File: src/rtl/nmr_bstrm_pkg.sv
// Shared types for the simple bitstream run-length decoder.
package nmr_bstrm_pkg;

  localparam int DEF_DATA_WIDTH = 32;

  typedef enum logic [1:0] {
    IDLE,
    ARM,
    COUNT
  } state_e;

  typedef struct packed {
    logic [DEF_DATA_WIDTH-1:0] len;
    logic                      pol;
    logic                      sat;
  } rec_t;

endpackage

File: src/rtl/nmr_bstrm_sync.sv
// Multi-flop synchronizer for a single asynchronous line.
module nmr_bstrm_sync #(
  parameter int SYNC_STAGES = 2
) (
  input  logic CLK,
  input  logic RST,
  input  logic i_d,
  output logic o_q
);

  logic [SYNC_STAGES-1:0] r_sync;

  always_ff @(posedge CLK) begin
    if (RST) r_sync <= '0;
    else     r_sync <= {r_sync[SYNC_STAGES-2:0], i_d};
  end

  assign o_q = r_sync[SYNC_STAGES-1];

endmodule

File: src/rtl/nmr_bstrm_simp_decode.sv
// Bitstream run-length decoder: measures each constant-level run of IN and
// emits one (length, polarity, saturated) record per completed run.
module nmr_bstrm_simp_decode
  import nmr_bstrm_pkg::*;
#(
  parameter int DATA_WIDTH  = DEF_DATA_WIDTH,
  parameter int SYNC_STAGES = 2
) (
  input  logic                  CLK,
  input  logic                  RST,
  input  logic                  EN,
  input  logic                  IN,
  output logic [DATA_WIDTH-1:0] data,
  output logic                  PLS_POL,
  output logic                  VALID,
  input  logic                  READY,
  output logic                  LEN_SAT,
  output logic                  OVF,
  output logic                  ARMED
);

  typedef struct packed {
    logic [DATA_WIDTH-1:0] len;
    logic                  pol;
    logic                  sat;
  } rec_p_t;

  localparam logic [DATA_WIDTH-1:0] CNT_MAX = '1;
  localparam logic [DATA_WIDTH-1:0] CNT_ONE = 1;

  state_e                r_state;
  logic [DATA_WIDTH-1:0] r_cnt;
  logic                  r_sat;
  logic                  r_prev;
  logic                  r_valid;
  logic                  r_ovf;
  rec_p_t                r_rec;

  logic                  w_s_in;
  logic                  w_edge;
  logic                  w_emit;
  logic                  w_load;
  logic [DATA_WIDTH-1:0] w_cnt_inc;

  nmr_bstrm_sync #(.SYNC_STAGES(SYNC_STAGES)) u_sync (
    .CLK (CLK),
    .RST (RST),
    .i_d (IN),
    .o_q (w_s_in)
  );

  assign w_edge    = (w_s_in != r_prev);
  // Only edges that close a fully observed run produce a record.
  assign w_emit    = (r_state == COUNT) && EN && w_edge;
  assign w_load    = !r_valid || READY;
  assign w_cnt_inc = (r_cnt == CNT_MAX) ? r_cnt : r_cnt + CNT_ONE;

  always_ff @(posedge CLK) begin
    if (RST) begin
      r_state <= IDLE;
      r_cnt   <= '0;
      r_sat   <= 1'b0;
      r_prev  <= 1'b0;
      r_valid <= 1'b0;
      r_ovf   <= 1'b0;
      r_rec   <= '0;
    end else begin
      r_prev <= w_s_in;

      case (r_state)
        IDLE: begin
          if (EN) begin
            r_state <= ARM;
            r_ovf   <= 1'b0;
          end
        end
        ARM: begin
          if (!EN) begin
            r_state <= IDLE;
            r_cnt   <= '0;
            r_sat   <= 1'b0;
          end else if (w_edge) begin
            r_state <= COUNT;
            r_cnt   <= CNT_ONE;
            r_sat   <= 1'b0;
          end
        end
        COUNT: begin
          if (!EN) begin
            r_state <= IDLE;
            r_cnt   <= '0;
            r_sat   <= 1'b0;
          end else if (w_edge) begin
            r_cnt <= CNT_ONE;
            r_sat <= 1'b0;
          end else begin
            r_cnt <= w_cnt_inc;
            r_sat <= (w_cnt_inc == CNT_MAX);
          end
        end
        default: r_state <= IDLE;
      endcase

      // Single-entry output slot: a record arriving while it is still full is lost.
      if (w_emit) begin
        if (w_load) begin
          r_rec   <= '{len: r_cnt, pol: r_prev, sat: r_sat};
          r_valid <= 1'b1;
        end else begin
          r_ovf <= 1'b1;
        end
      end else if (r_valid && READY) begin
        r_valid <= 1'b0;
      end
    end
  end

  assign data    = r_rec.len;
  assign PLS_POL = r_rec.pol;
  assign LEN_SAT = r_rec.sat;
  assign VALID   = r_valid;
  assign OVF     = r_ovf;
  assign ARMED   = (r_state != IDLE);

endmodule

File: config.mk
export PLATFORM = sky130hd
export DESIGN_NAME = nmr_bstrm_simp_decode
export DESIGN_NICKNAME = d
export VERILOG_FILES = /design/src/rtl/nmr_bstrm_pkg.sv /design/src/rtl/nmr_bstrm_sync.sv /design/src/rtl/nmr_bstrm_simp_decode.sv
export SDC_FILE = /design/constraint.sdc
export NUM_CORES = 1
export LEC_CHECK = 0
export CAP_MARGIN = 15
export CORE_MARGIN = 2
export CORE_UTILIZATION = 45
export CTS_BUF_LIST = sky130_fd_sc_hd__clkbuf_16
export DETAILED_ROUTE_END_ITERATION = 7
export PLACE_DENSITY = 0.67
export SYNTH_ARGS = -nofsm -noshare
export SYNTH_HDL_FRONTEND = slang
export SYNTH_SLANG_ARGS = --single-unit
File: constraint.sdc
create_clock -name CLK -period 4.4 [get_ports CLK]
set_input_delay 0.44 -clock CLK [delete_from_list [all_inputs] [get_ports CLK]]
set_output_delay 0.44 -clock CLK [all_outputs]
set_load 0.1 [all_outputs]
# After elaboration in Yosys (flattened, before gate mapping)
# Index checks and enable logic that the tools add are counted.
# Widths: inputs -> output; s select.
[word_totals]
output_inout_bits = 37
regBits = 74
input_bits = 5
[op_classes]
addsub = 1
reduce_logical = 13
n_eq_ne = 9
mux = 23
[ops]
columns = ["op", "n"]
rows = [
  ["$mux 32", 5],
  ["$eq 32x32->1 const B", 2],
  ["$pmux 32 s2", 1],
  ["$add 32x1->32 const B", 1],
  ["$mux 1", 11],
  ["$mux 2", 4],
  ["$pmux 2 s3", 1],
  ["$reduce_and 2->1", 3],
  ["$reduce_bool 2->1", 3],
  ["$ne 2x2->1 const B", 2],
  ["$logic_and 1x1->1", 3],
  ["$ne 3x3->1 const B", 1],
  ["$reduce_and 3->1", 1],
  ["$eq 2x1->1 const B", 1],
  ["$eq 2x2->1 const B", 1],
  ["$logic_not 2->1", 1],
  ["$ne 2x1->1 const B", 1],
  ["$pmux 1 s2", 1],
  ["$logic_not 1->1", 1],
  ["$logic_or 1x1->1", 1],
  ["$ne 1x1->1", 1],
]

# Logic depth before layout (Yosys ltp)
# Gate-level depths: netlist (run 1).
[depth]
depth_word = 6
mapped_depth = 9
ltp_nobuf = 8

# Cells and area by module
# A second synthesis (run 1) with hierarchy kept.
[unflattened]
cells_unflattened = 485
hier_area_um2 = 3787.4
[modules_own_cells]
columns = ["module", "area_each_um2", "n_inst", "cells_each"]
rows = [
  ["nmr_bstrm_simp_decode", 3734.8, 1, 481],
  ["nmr_bstrm_sync", 52.6, 1, 4],
]

# Worst setup path after synthesis (run 1)
# No wires, ideal clock.
[synth_timing]
path_type = "register to register"
start = "register r_cnt[0]"
end = "register r_sat"
t_required_ns = 4.331
stages_incl_launch_ff = 10
setup_time_ns = 0.069
arrival_ns = 2.240
n_path_buf = 1
slack_ns = 2.091
cell_sequence = "dfxtp_1 > ha_1 > nand3_2 > or3_1 > buf_6 > nor4b_4 > xnor2_1 > a2111oi_2 > nand4_1 > o21ai_1"
[synth_via]
elab_chain_cells = 6
[synth_rtl]
columns = ["element", "line", "text"]
rows = [
  ["from (decl)", "nmr_bstrm_simp_decode.sv:32", "logic [DATA_WIDTH-1:0] r_cnt;"],
  ["from (signal assigned)", "nmr_bstrm_simp_decode.sv:97", "r_cnt <= w_cnt_inc;"],
  ["$add 32x1->32 or $eq 32x32->1 (tied branches)", "nmr_bstrm_simp_decode.sv:56", "assign w_cnt_inc = (r_cnt == CNT_MAX) ? r_cnt : r_cnt + CNT_ONE;"],
  ["$mux 32 *", "nmr_bstrm_simp_decode.sv:56", ""],
  ["$eq 32x32->1 *", "nmr_bstrm_simp_decode.sv:98", "r_sat <= (w_cnt_inc == CNT_MAX);"],
  ["$mux 1 *", "nmr_bstrm_simp_decode.sv:93", "end else if (w_edge) begin"],
  ["$mux 1 *", "nmr_bstrm_simp_decode.sv:89", "if (!EN) begin"],
  ["$pmux 1 s2 *", "nmr_bstrm_simp_decode.sv:70", "case (r_state)"],
  ["to (signal assigned)", "nmr_bstrm_simp_decode.sv:98", ""],
  ["to (decl)", "nmr_bstrm_simp_decode.sv:33", "logic r_sat;"],
]
# Mark *: on every way between the ends. The rest lies on a longest branch, timed or not.
# A chain may end at the register's enable or synchronous reset.

# Worst setup path after layout (run 1)
[layout_timing]
start = "register r_cnt[0]"
end = "register r_cnt[31]"
[layout_via]
elab_chain_cells = 5
[layout_rtl]
columns = ["element", "line"]
rows = [
  ["$add 32x1->32 or $eq 32x32->1 (tied branches)", "nmr_bstrm_simp_decode.sv:56"],
  ["$mux 32 *", "nmr_bstrm_simp_decode.sv:56"],
  ["$mux 32 *", "nmr_bstrm_simp_decode.sv:93"],
  ["$mux 32 *", "nmr_bstrm_simp_decode.sv:89"],
  ["$pmux 32 s2 *", "nmr_bstrm_simp_decode.sv:70"],
]
# Marked as above.

==> qor.csv, run 1 <==
stage,metric,value,unit
run_status,result of the run,completed,
layout,post-route cell area,4370,sq um
setup_path,Critical Path Source Type,flop,
drt,number of remaining DRC errors,0,
grt,global-route wire length before repair,16800,um
grt,total track usage,23.9,%
setup_path,launch point of the critical path,r_cnt[0],
yosys,number of storage elements in the synthesis netlist,74,
layout,final net count,511,
yosys,dominant register cell in the synthesized netlist,dfxtp_1,
layout,antenna diode instance count,0,
timing,remaining max-slew budget at the tightest pin,22.7,%
drt,vias per inst,5.99,
worst_hold_path,beginning of the worst hold path,u_sync.r_sync[0],
pwr,P per Cell Area,313,nW/um^2
placement,routability-driven placement congestion ratio,1.03,
timing,Final Cycle Share,61.5,%
timing,unrepaired setup endpoints after global routing,false,
floorplanning,Die ar.,8930,sq um
layout,area grow syn2layout,18.8,%
worst_hold_path,worst hold path class,flop to flop,
clock_tree,library cell used as clock root buffer,clkbuf_16,
layout,final core utilization,55.7,%
grt,total overflow reported by the global router,0,
setup_path,register-to-register setup slack,1.70,ns
clock_tree,total clock buffers created by CTS,9,
pwr,static leakage,1.33,nW
timing,final max-slew violation count,0,
drt,via total after detailed routing,3667,
yosys,portion of the post-synthesis area used by sequential elements,40.2,%
floorplanning,area of the core,7850,sq um
clock_tree,clk buf depth,2,
clock_tree,clock-pin slew of the registers on the worst-case setup and hold paths,0.06,ns
drt,number of routed nets with antenna violations,0,
pwr,maximum vdd drop,0.166,mV
timing,clock skew,0.00694,ns
drt,first-pass iteration count of the detailed router,5,
yosys,total nets after synthesis,493,
worst_hold_path,Hold Path Cell Cnt,1,
floorplanning,Std-Cell Rows,32,
grt,largest net degree at the start of global routing,74,
setup_path,CP Data Arrival Time,2.88,ns
clock_tree,Post-CTS Setup Bufs,0,
setup_path,path depth of the worst reg2reg path,8,
drt,final WL,10000,um
floorplanning,Initial Utilization,46.9,%
timing,Final Hold Viols,0,
layout,fraction of layout instances using a drive strength above 1,6.27,%
timing,crit path time final,2.70,ns
timing,final setup fails,0,
setup_path,reg2reg start,r_cnt[0],
placement,number of buffers inserted by port buffering,41,
clock_tree,CTS Hold Buffers Added,0,
clock_tree,insertion delay to the later sink of the worst-skew pair,0.33,ns
floorplanning,height of the chip,94.5,um
yosys,number of synthesized flops with an enable pin,0,
setup_path,critical path peak fanout,8,
drt,wire per inst,16.4,um
grt,vias in the first global route,3402,
timing,Achievable Freq,0.370,GHz
setup_path,element type at the critical path end,flop,
grt,initial antenna violation count,0,
yosys,"FFs w/ async S/R, synth",0,%
drt,detailed router's first-iteration violation count,315,
yosys,count of yosys warnings during synthesis,0,
setup_path,Reg2Reg Capture Point,r_cnt[31],
clock_tree,TritonCTS clock tree,built,
run,number of violations of the max-capacitance limit,0,
yosys,synthesized instance count,487,
timing,accumulated negative setup slack,0,ns
clock_tree,Resized cells post-CTS,0,
yosys,netlist area before placement,3680,sq um
setup_path,required time at the endpoint of the critical path,4.58,ns
setup_path,critical path class,flop to flop,
placement,post-detailed-placement half-perimeter wirelength,6700,um
timing,Worst Hold Slack,0.443,ns
worst_hold_path,Worst Hold Path EP,u_sync.r_sync[1],
clock_tree,TritonCTS Sinks,74,
timing,slew of the pin with the lowest slew margin,1.15,ns
yosys,count of cell types in the netlist,53,
yosys,mean cell area of the mapped netlist,7.56,sq um
clock_tree,CTS H-tree lvls,3,
floorplanning,I/O Pins,42,
placement,Placed Area,4090,sq um
floorplanning,Die Wd,94.5,um
## critical path, cell delays in order (launching register included)
cell and delay, ns:
dfxtp_1 0.46, ha_1 0.31, nand3_2 0.18, nor3_1 0.55, and3_1 0.47, or4b_1 0.21, nor2_1 0.06, a31oi_1 0.23
a311oi_1 0.07
## where the power goes
part | internal [mW] | total, mW | switching [mW]
logic | 0.0126 | 0.0478 | 0.0352
registers | 0.673 | 0.675 | 0.00261
clock network | 0.373 | 0.648 | 0.275
## layer usage
layer  part of all wire (%)  GRT usage [%]
met2                     48           37.6
met1                     45           32.3
met5                      0              0
met3                    5.6           4.95
met4                    1.7           8.94
## layout by cell type, fill, tap and decap left out, types with 9 or more instances in the layout
master	Yosys	layout
nor2_1	40	39
a21oi_1	62	62
o21ai_0	21	21
xnor2_1	9	9
nand2_1	105	105
nand4_1	14	14
a311oi_1	10	10
nor3_1	15	15
and3_1	9	9
clkbuf_16	0	9
dfxtp_1	74	74
clkdlybuf4s50_1	0	40
nand3_1	10	10
## through the flow
step	cells	total power, mW	worst slack, ns
5_1_grt	612	1.42	1.46
4_1_cts	611	1.38	1.75
3_3_place_gp	595	0.737	1.76
3_5_place_dp	595	0.737	1.76
6_report	612	1.37	1.70
2_1_floorplan	487	0.723	2.09
## flip-flops by register name, summed over array words and instances, names as in the netlist
| signal | cells |
|---|---|
| VALID | 1 |
| r_sat | 1 |
| r_cnt | 32 |
| OVF | 1 |
| r_prev | 1 |
| LEN_SAT | 1 |
| u_sync.r_sync | 2 |
| data | 32 |
| PLS_POL | 1 |
| r_state | 2 |
## cell usage after synthesis (3+ instances only)
library cell  number  area, sq um
a311oi_1          10         87.6
nand3b_1           6         45.0
xnor2_1            9         78.8
nand2_1          105          394
and4_1             3         26.3
a22oi_1            6         45.0
and3_1             9         56.3
clkbuf_1          29          109
buf_2              7         35.0
nand3_1           10         50.1
nor2b_1            6         37.5
o21ai_0           21          105
a31oi_1            6         37.5
or2_2              4         25.0
nand4_1           14         87.6
a21oi_1           62          310
xor2_1             3         26.3
or3_1              3         18.8
nor3_1            15         75.1
nor4_1             6         37.5
nand2b_1           3         18.8
dfxtp_1           74         1480
nor2_1            40          150
or4_1              3         22.5
## worst max-delay path by stage
stage | cells after the start | to
CTS | 8 | r_sat
global placement | 8 | r_sat
floorplan | 9 | r_sat
detailed placement | 8 | r_sat
finish | 8 | r_cnt[31]
global route | 8 | r_cnt[31]
## kinds of logic (layout without fill, tap and decap cells)
logic type      Yosys count  count (layout)  synth area share (%)
simple gates            241             241                  32.9
mux                       1               1                 0.272
buf+inv                  41              64                  4.65
compound gates          117             117                  18.7
xor+xnor                 12              12                  2.85
fa+ha+maj                 1               1                 0.340
flops                    74              74                  40.2
## cell type report
| type | instances | area (sq um) |
|---|---|---|
| sequential | 74 | 1480 |
| multi-input combinational | 372 | 2030 |
| clock buffer | 9 | 225 |
| tap | 102 | 128 |
| timing repair buffer | 46 | 463 |
| clock inverter | 7 | 36.3 |
| inverter | 2 | 7.51 |
| fill | 773 | 3470 |
Power figures use the tool's default switching activity.
==> run 2, diff against run 1 <==
- clock period: 4.4 -> 2.8 ns (I/O delays scaled with it)
==> run 2 against run 1 <==
- core utilization increased by 1.3 points
- sequential share of layout area decreased by 0.77 points
- first-iteration DRC count decreased by 31%
- clock-buffer cell count unchanged
- global-route usage decreased by 0.072 points
- combinational power increased by 59%
- clock skew decreased by 0.0013 ns
- sequential power increased by 57%
- critical path depth increased by 1
- power increased by 71%
- critical path type unchanged
- critical endpoint is now r_cnt[25]
- largest cell class unchanged
- largest power group is now the clock network
==> qor.csv, run 2 (same netlist as run 1, synthesis figures left out) <==
stage,metric,value,unit,change
layout,Fill cells,785,,+1.6%
layout,"top library cells by usage in the layout, fill and taps aside","nand2_1 (105), dfxtp_1 (74), buf_4 (63)",,
drt,detailed router's first-iteration violation count,218,,-31%
worst_hold_path,Hold Path Cell Cnt,1,,unchanged
floorplanning,Initial Utilization,46.9,%,unchanged
clock_tree,insertion delay to the later sink of the worst-skew pair,0.33,ns,about the same
floorplanning,Std-Cell Rows,32,,unchanged
setup_path,register-to-register setup slack,0.19,ns,-1.51 ns
setup_path,critical path class,flop to flop,,
grt,initial antenna violation count,0,,unchanged
drt,via total after detailed routing,3704,,+1.0%
layout,antenna diode instance count,0,,unchanged
setup_path,Reg2Reg Capture Point,r_cnt[25],,
timing,Final Cycle Share,93.3,%,+32 points
timing,crit path time final,2.61,ns,-0.0921 ns
floorplanning,Die Wd,94.5,um,unchanged
layout,final net count,532,,+4.1%
drt,wire per inst,16.3,um,-0.24%
timing,Achievable Freq,0.383,GHz,+3.5%
grt,total track usage,23.8,%,-0.072 points
grt,total overflow reported by the global router,0,,unchanged
setup_path,reg2reg start,r_cnt[0],,
grt,global-route wire length before repair,16600,um,-1.1%
setup_path,path depth of the worst reg2reg path,9,,+1
setup_path,critical path peak fanout,8,,unchanged
drt,vias per inst,5.86,,-2.2%
timing,accumulated negative setup slack,0,ns,unchanged
clock_tree,CTS H-tree lvls,3,,unchanged
pwr,P per Cell Area,524,nW/um^2,+67%
placement,number of buffers inserted by port buffering,41,,unchanged
pwr,static leakage,1.52,nW,+15%
timing,slew of the pin with the lowest slew margin,0.764,ns,-0.391 ns
setup_path,launch point of the critical path,r_cnt[0],,
run,number of violations of the max-capacitance limit,0,,unchanged
grt,largest net degree at the start of global routing,74,,unchanged
clock_tree,clk buf depth,2,,unchanged
setup_path,Critical Path Source Type,flop,,
drt,number of routed nets with antenna violations,0,,unchanged
timing,remaining max-slew budget at the tightest pin,49.1,%,+26 points
timing,clock skew,0.00559,ns,-0.00135 ns
setup_path,CP Data Arrival Time,2.82,ns,-0.06 ns
layout,most common library cell in the layout ignoring fill and taps,nand2_1,,
setup_path,element type at the critical path end,flop,,
grt,vias in the first global route,3343,,-1.7%
drt,number of remaining DRC errors,0,,unchanged
clock_tree,CTS Hold Buffers Added,0,,unchanged
pwr,maximum vdd drop,0.339,mV,+100%
clock_tree,clock-pin slew of the registers on the worst-case setup and hold paths,0.06,ns,about the same
layout,post-route cell area,4480,sq um,+2.3%
clock_tree,TritonCTS clock tree,built,,
setup_path,required time at the endpoint of the critical path,3.01,ns,-1.57 ns
timing,final setup fails,0,,unchanged
floorplanning,I/O Pins,42,,unchanged
layout,area grow syn2layout,21.5,%,
worst_hold_path,worst hold path class,flop to flop,,
drt,final WL,10300,um,+3.0%
clock_tree,library cell used as clock root buffer,clkbuf_16,,
timing,Final Hold Viols,0,,unchanged
run_status,result of the run,completed,,
timing,unrepaired setup endpoints after global routing,false,,
worst_hold_path,beginning of the worst hold path,u_sync.r_sync[0],,
placement,post-detailed-placement half-perimeter wirelength,7220,um,+7.7%
clock_tree,TritonCTS Sinks,74,,unchanged
clock_tree,total clock buffers created by CTS,9,,unchanged
floorplanning,height of the chip,94.5,um,unchanged
placement,Placed Area,4150,sq um,+1.6%
placement,routability-driven placement congestion ratio,0.976,,-5.0%
drt,first-pass iteration count of the detailed router,5,,unchanged
floorplanning,Die ar.,8930,sq um,unchanged
layout,fraction of layout instances using a drive strength above 1,17.4,%,+11 points
worst_hold_path,Worst Hold Path EP,u_sync.r_sync[1],,
timing,final max-slew violation count,0,,unchanged
floorplanning,area of the core,7850,sq um,unchanged
## run 2: cell types whose count changed in the layout (fill, tap and decap cells not counted)
cell	before	now
a211oi_1	2	1
a211oi_2	0	1
buf_16	1	0
buf_4	4	63
bufinv_16	0	2
clkdlybuf4s50_1	40	3
clkinv_1	3	2
clkinv_2	2	0
or3_1	3	2
or3_4	0	1
## run 2: power by group
part | leakage [nW] | switching (mW) | internal [mW]
clock | 0.143 | 0.440 | 0.768
combinational | 0.783 | 0.0552 | 0.0206
sequential | 0.597 | 0.00431 | 1.06
## run 2: final cells by class
| class | count | area [sq um] | share of cell area (%) |
|---|---|---|---|
| multi-input cells | 372 | 2040 | 45.7 |
| well taps | 102 | 128 | 2.85 |
| inverters | 2 | 7.51 | 0.168 |
| repair buffers | 67 | 508 | 11.4 |
| clock inverters | 6 | 82.6 | 1.85 |
| clock buffers | 9 | 225 | 5.03 |
| flip-flops and latches | 74 | 1480 | 33.1 |
## run 2: what timing repair did
action                                  CTS  global route
endpoints found under the setup margin    0             1
gates resized for setup                   0             2
setup buffers                             0             1
## run 2: worst max-delay path by stage
stage,cells past startpoint,endpoint,slack (ns)
after floorplan,9,r_sat,0.49
after global placement,8,r_sat,0.26
after detailed placement,8,r_sat,0.16
after CTS,8,r_sat,0.14
after global routing,9,r_cnt[25],0.03
final,9,r_cnt[25],0.19
## run 2: per-layer routing
metal,vias to the layer above,part of all wire [%],global-route usage (%)
li1,1810,-,-
met1,1756,46,31.4
met2,115,47,39.3
met3,23,4.8,4.15
met4,0,2.2,8.21
met5,-,0,0
## run 2: worst max-delay path, stage by stage, from the launching register on
cell	delay (ns)
dfxtp_1	0.48
ha_1	0.32
nand3_2	0.19
nor3_1	0.32
buf_4	0.19
and3_1	0.34
nor2_1	0.15
nand2_1	0.09
nand2_1	0.05
a311oi_1	0.37
## run 2: per-stage QoR
stage	hold WS, ns	setup WS (ns)	util [%]	total power, mW	std cells
final	0.438	0.188	57.0	2.35	632
after detailed placement	0.428	0.156	52.9	1.16	616
after CTS	0.443	0.141	56.8	2.36	631
after global routing	0.451	0.0281	57.0	2.42	632
after floorplan	0.408	0.491	-	1.14	487
after global placement	0.423	0.263	52.9	1.16	616
